`src/rtl/dot_mac_seq.sv`:
```
// dot_mac_seq: sequential dot-product engine.
// Samples stream into a local buffer. One shared multiplier then walks the
// taps, one per cycle, into an accumulator. The result is offered on a
// valid/ready handshake. Coefficients are loaded through a small write port.
module dot_mac_seq #(
  parameter int TAPS = 10,
  parameter int DW   = 4,
  parameter int ACCW = 32
) (
  input  logic            clk,
  input  logic            reset,
  input  logic            cfg_we,
  input  logic [3:0]      cfg_addr,
  input  logic [DW-1:0]   cfg_data,
  output logic            cfg_err,
  input  logic            x_valid,
  input  logic [DW-1:0]   x_data,
  output logic            x_ready,
  output logic [ACCW-1:0] y,
  output logic            y_valid,
  input  logic            y_ready,
  output logic            busy
);

  localparam int IW = (TAPS > 1) ? $clog2(TAPS) : 1;

  typedef enum logic [1:0] {
    LOAD = 2'd0,
    CALC = 2'd1,
    OUT  = 2'd2
  } state_t;

  state_t            state_r;
  state_t            state_next_s;
  logic [IW-1:0]     idx_r;
  logic [ACCW-1:0]   acc_r;
  logic [ACCW-1:0]   y_r;
  logic              cfg_err_r;
  logic [DW-1:0]     h_r    [TAPS];
  logic [DW-1:0]     xbuf_r [TAPS];

  logic              x_fire_s;
  logic              last_idx_s;
  logic              cfg_ok_s;
  logic              cfg_bad_s;
  logic [2*DW-1:0]   prod_s;
  logic [ACCW-1:0]   sum_s;

  // Handshake decode, shared multiply/add and next-state selection.
  always_comb begin
    state_next_s = state_r;
    x_fire_s     = x_valid && (state_r == LOAD);
    last_idx_s   = (idx_r == IW'(TAPS - 1));
    cfg_ok_s     = cfg_we && (state_r != CALC) && (int'(cfg_addr) < TAPS);
    cfg_bad_s    = cfg_we && !cfg_ok_s;
    prod_s       = {{DW{1'b0}}, xbuf_r[idx_r]} * {{DW{1'b0}}, h_r[idx_r]};
    sum_s        = acc_r + {{(ACCW - 2*DW){1'b0}}, prod_s};
    case (state_r)
      LOAD: begin
        if (x_fire_s && last_idx_s) begin
          state_next_s = CALC;
        end else begin
          state_next_s = LOAD;
        end
      end
      CALC: begin
        if (last_idx_s) begin
          state_next_s = OUT;
        end else begin
          state_next_s = CALC;
        end
      end
      OUT: begin
        // y_ready wins over any x_valid in the same cycle: the next sample
        // is taken no earlier than the cycle after the result handshake.
        if (y_ready) begin
          state_next_s = LOAD;
        end else begin
          state_next_s = OUT;
        end
      end
      default: state_next_s = LOAD;
    endcase
  end

  // State register, tap index, accumulator and result register.
  always_ff @(posedge clk or negedge reset) begin
    if (!reset) begin
      state_r <= LOAD;
      idx_r   <= '0;
      acc_r   <= '0;
      y_r     <= '0;
    end else begin
      state_r <= state_next_s;
      case (state_r)
        LOAD: begin
          if (x_fire_s) begin
            if (last_idx_s) begin
              idx_r <= '0;
              acc_r <= '0;
            end else begin
              idx_r <= idx_r + IW'(1);
            end
          end
        end
        CALC: begin
          if (last_idx_s) begin
            y_r   <= sum_s;
            idx_r <= '0;
          end else begin
            acc_r <= sum_s;
            idx_r <= idx_r + IW'(1);
          end
        end
        default: begin
        end
      endcase
    end
  end

  // Coefficient bank and sticky error for rejected writes.
  always_ff @(posedge clk or negedge reset) begin
    if (!reset) begin
      cfg_err_r <= 1'b0;
      for (int i = 0; i < TAPS; i++) begin
        h_r[i] <= '0;
      end
    end else begin
      if (cfg_ok_s) begin
        h_r[cfg_addr] <= cfg_data;
      end
      if (cfg_bad_s) begin
        cfg_err_r <= 1'b1;
      end
    end
  end

  // Sample buffer, filled in index order during LOAD.
  always_ff @(posedge clk or negedge reset) begin
    if (!reset) begin
      for (int i = 0; i < TAPS; i++) begin
        xbuf_r[i] <= '0;
      end
    end else begin
      if (x_fire_s) begin
        xbuf_r[idx_r] <= x_data;
      end
    end
  end

  // x_ready is gated by reset so no sample is offered while reset is held.
  assign x_ready = (state_r == LOAD) && reset;
  assign busy    = (state_r == CALC);
  assign y_valid = (state_r == OUT);
  assign y       = y_r;
  assign cfg_err = cfg_err_r;

endmodule

```
`config.mk`:
```
export PLATFORM = sky130hd
export DESIGN_NAME = dot_mac_seq
export DESIGN_NICKNAME = d
export VERILOG_FILES = /design/src/rtl/dot_mac_seq.sv
export SDC_FILE = /design/constraint.sdc
export NUM_CORES = 1
export LEC_CHECK = 0
export CELL_PAD_IN_SITES_DETAIL_PLACEMENT = 2
export CELL_PAD_IN_SITES_GLOBAL_PLACEMENT = 2
export CORE_MARGIN = 2
export CORE_UTILIZATION = 43
export DETAILED_ROUTE_END_ITERATION = 12
export PLACE_DENSITY_LB_ADDON = 0.1
export SLEW_MARGIN = 20
export SYNTH_ARGS = -nofsm -noshare
export SYNTH_HDL_FRONTEND = slang
export SYNTH_SLANG_ARGS = --single-unit
export TNS_END_PERCENT = 1
```
`constraint.sdc`:
```
create_clock -name clk -period 16.74 [get_ports clk]
set_clock_uncertainty 0.2 [all_clocks]
set_input_delay 3.348 -clock clk [delete_from_list [all_inputs] [get_ports clk]]
set_output_delay 3.348 -clock clk [all_outputs]
set_load 0.05 [all_outputs]
```
==> impl_metrics.toml <==
[worst_setup_path]
cp-end-kind = "output port"
required_ns = 13.19
crit_buf_inv = 2
slowest_delay_ns = 0.80
criticalPathCategory = "input port to output port"
start_kind = "input port"
crit_family = "buffers and inverters"
path_max_fanout = 17
reg2reg_from = "idx_r[0]"
r2r_cells = 16
crit_chain = "buf_6 > and2_1 > clkdlybuf4s50_1"
worst_r2r_endpoint = "acc_r[25]"
cp_slowest_cell = "clkdlybuf4s50_1"
worstPathArrival_ns = 4.52
reg2reg_slack_ns = 10.50

[logic_synthesis]
synth_simple_gate_area_frac = 0.138
synth-compound-area-share = 0.108
netlist_area_um2 = 8080
ys_ff_latch = 151
syn_area_per_cell_um2 = 11.1
yosysUniqueCellTypes = 65
synth_top_family_by_area = "multiplexers"
netlist_instances = 731
synth_edf_count = 0
synthesis.nets = 775
synth_xor_area_frac = 0.0217
ys_async_sr_fraction = 1.00
yosys_warnings = 0
yosysSeqAreaShare = 0.468
synth_mux_area_frac = 0.174
yosys.area_share.adder = 0.0502
yosys_most_used_dff = "dfrtp_1"

[drt]
drt_pass1_iterations = 4
wirelength_um = 22100
wl_per_cell_um = 21.8
vias = 5870
first_iter_violations = 225
viasPerCell = 5.80
ant_nets = 0
drc = 0

[timing]
worst_pin_slew_ns = 1.06
drv_slew = 0
layout_setup_ws_ns = 8.68
hold_slack_ns = 0.267
final_hold_viol_count = 0
fin_crit_sh = 0.482
setup_viol = 0
rsz0062_at_grt = "false"
final.setup.tns_ns = 0
post-route-min-period_ns = 8.06
fmax_ghz = 0.124
slew_headroom = 0.291

[die]
die_width_um = 141
fp.dieH_um = 141
rows = 50
die_area_um2 = 19900
start_util = 0.435
core_um2 = 18600
io_pins = 53

[finish]
fin_nets = 809
n_antenna_cell = 0
layout-drive-gt1-share = 0.215
final_common_cell = "dfrtp_1"
layout_common_cells = "151 x dfrtp_1, 91 x mux2_2, 90 x nand2_1"
multi_input_area_um2 = 3980
seq_area_um2 = 3780
num-fill-cells = 1861
syn2layout_area_growth_pct = 15.3

[worst_hold_path]
min-delay-start = "cfg_err"
holdPathStages = 1
worstHoldEndpoint = "cfg_err"
worst_hold_path_type = "flop to flop"

[clocking]
clock_latency_ns = 0.43
hold_buffers = 0
cts_tree = "done"
cts_resized = 0
postCtsSetupBuffers = 0
path_clk_slew_ns = 0.06
cts_buffers = 17
clock_path_buffers = 2
htreeDepth = 4
clkSinkCount = 151
clock_tree.root_cell = "clkbuf_16"

[power]
pwr_density_cell_nw_per_um2 = 199
power_leakage_uw = 0.00404
vdd_drop_max_v = 0.0000901

[job]
drv_cap = 0

[global_routing]
grtUsageMet3 = 0.0329
grt_pass1_wl_um = 37200
met2_usage = 0.439
met1_usage = 0.288
grt.total_usage = 0.239
grt_max_degree = 72
top_usage_layer = "met2"
grt-ovfl-total = 0
antenna_found_initial = 0
grt_pass1_vias = 6701

[place]
place_ws_ns = 8.66
gp_congestion = 0.778
hpwl_um = 14900
portBuffers = 52

[status]
status = "finished, final reports clean"
power breakdown:
group | total (uW) | internal [uW] | switching [uW]
combinational | 838 | 344 | 494
clock | 388 | 225 | 164
sequential | 625 | 512 | 113
total | 1850 | 1080 | 771
final cells by class:
type	instances	area share
Clock buffer	19	0.0475
Clock inverter	13	0.0158
Inverter	24	0.00967
Multi-Input combinational cell	510	0.427
Sequential cell	151	0.405
Tap cell	234	0.0314
Timing Repair Buffer	61	0.0632
Yosys cell counts, types with 5 or more instances:
library cell | count | area, um^2
a211oi_1 | 5 | 37.5
a21oi_1 | 19 | 95.1
a22o_1 | 5 | 43.8
a22oi_1 | 8 | 60.1
a31oi_1 | 26 | 163
and2_1 | 6 | 37.5
and3_1 | 6 | 37.5
buf_1 | 8 | 30.0
buf_2 | 11 | 55.1
buf_4 | 5 | 37.5
clkbuf_1 | 19 | 71.3
dfrtp_1 | 151 | 3780
fa_1 | 9 | 180
ha_1 | 18 | 225
inv_1 | 22 | 82.6
mux2_2 | 91 | 1020
mux4_2 | 16 | 360
nand2_1 | 90 | 338
nand2b_1 | 6 | 37.5
nand3_1 | 22 | 110
nand4_1 | 6 | 37.5
nor2_1 | 41 | 154
nor2b_1 | 9 | 56.3
nor3_1 | 6 | 30.0
o211ai_1 | 7 | 52.6
o21ai_0 | 30 | 150
or2_2 | 5 | 31.3
or4_1 | 7 | 52.6
xnor2_1 | 9 | 78.8
xor2_1 | 11 | 96.3
state kept, by name (all words and copies together), names as in the netlist:
signal / count
acc_r: 32
cfg_err: 1
h_r: 40
idx_r: 4
state_r: 2
xbuf_r: 40
y: 32
cells by family (layout without fill, tap and decap cells):
group	count (synthesis)	after routing
buf+inv	70	117
simple gates	224	224
flops	151	151
xor+xnor	20	20
mux	109	109
fa+ha+maj	27	27
compound gates	130	130
metal layers:
metal | share of wire | vias up
met5 | 0 | -
met1 | 0.42 | 3071
met2 | 0.54 | 75
met3 | 0.019 | 29
li1 | - | 2695
met4 | 0.019 | 0
worst max-delay path by stage:
stage,from,end,slack [ns],depth (start not counted)
after floorplan,reset,x_ready,9.44,1
after global placement,reset,x_ready,8.65,3
after detailed placement,reset,x_ready,8.66,3
after CTS,reset,x_ready,8.66,3
after global routing,reset,x_ready,8.63,3
final,reset,x_ready,8.68,3
through the flow:
| step | power, uW | cells | instance area, um^2 | utilization |
|---|---|---|---|---|
| floorplan | 1200 | 731 | 8080 | - |
| CTS | 1870 | 1011 | 9310 | 0.501 |
| global placement | 1410 | 979 | 8720 | 0.469 |
| global route | 1970 | 1012 | 9320 | 0.502 |
| detailed placement | 1460 | 979 | 8720 | 0.469 |
| finish | 1850 | 1012 | 9320 | 0.502 |
Note: power is estimated with default switching activity, not from simulation.
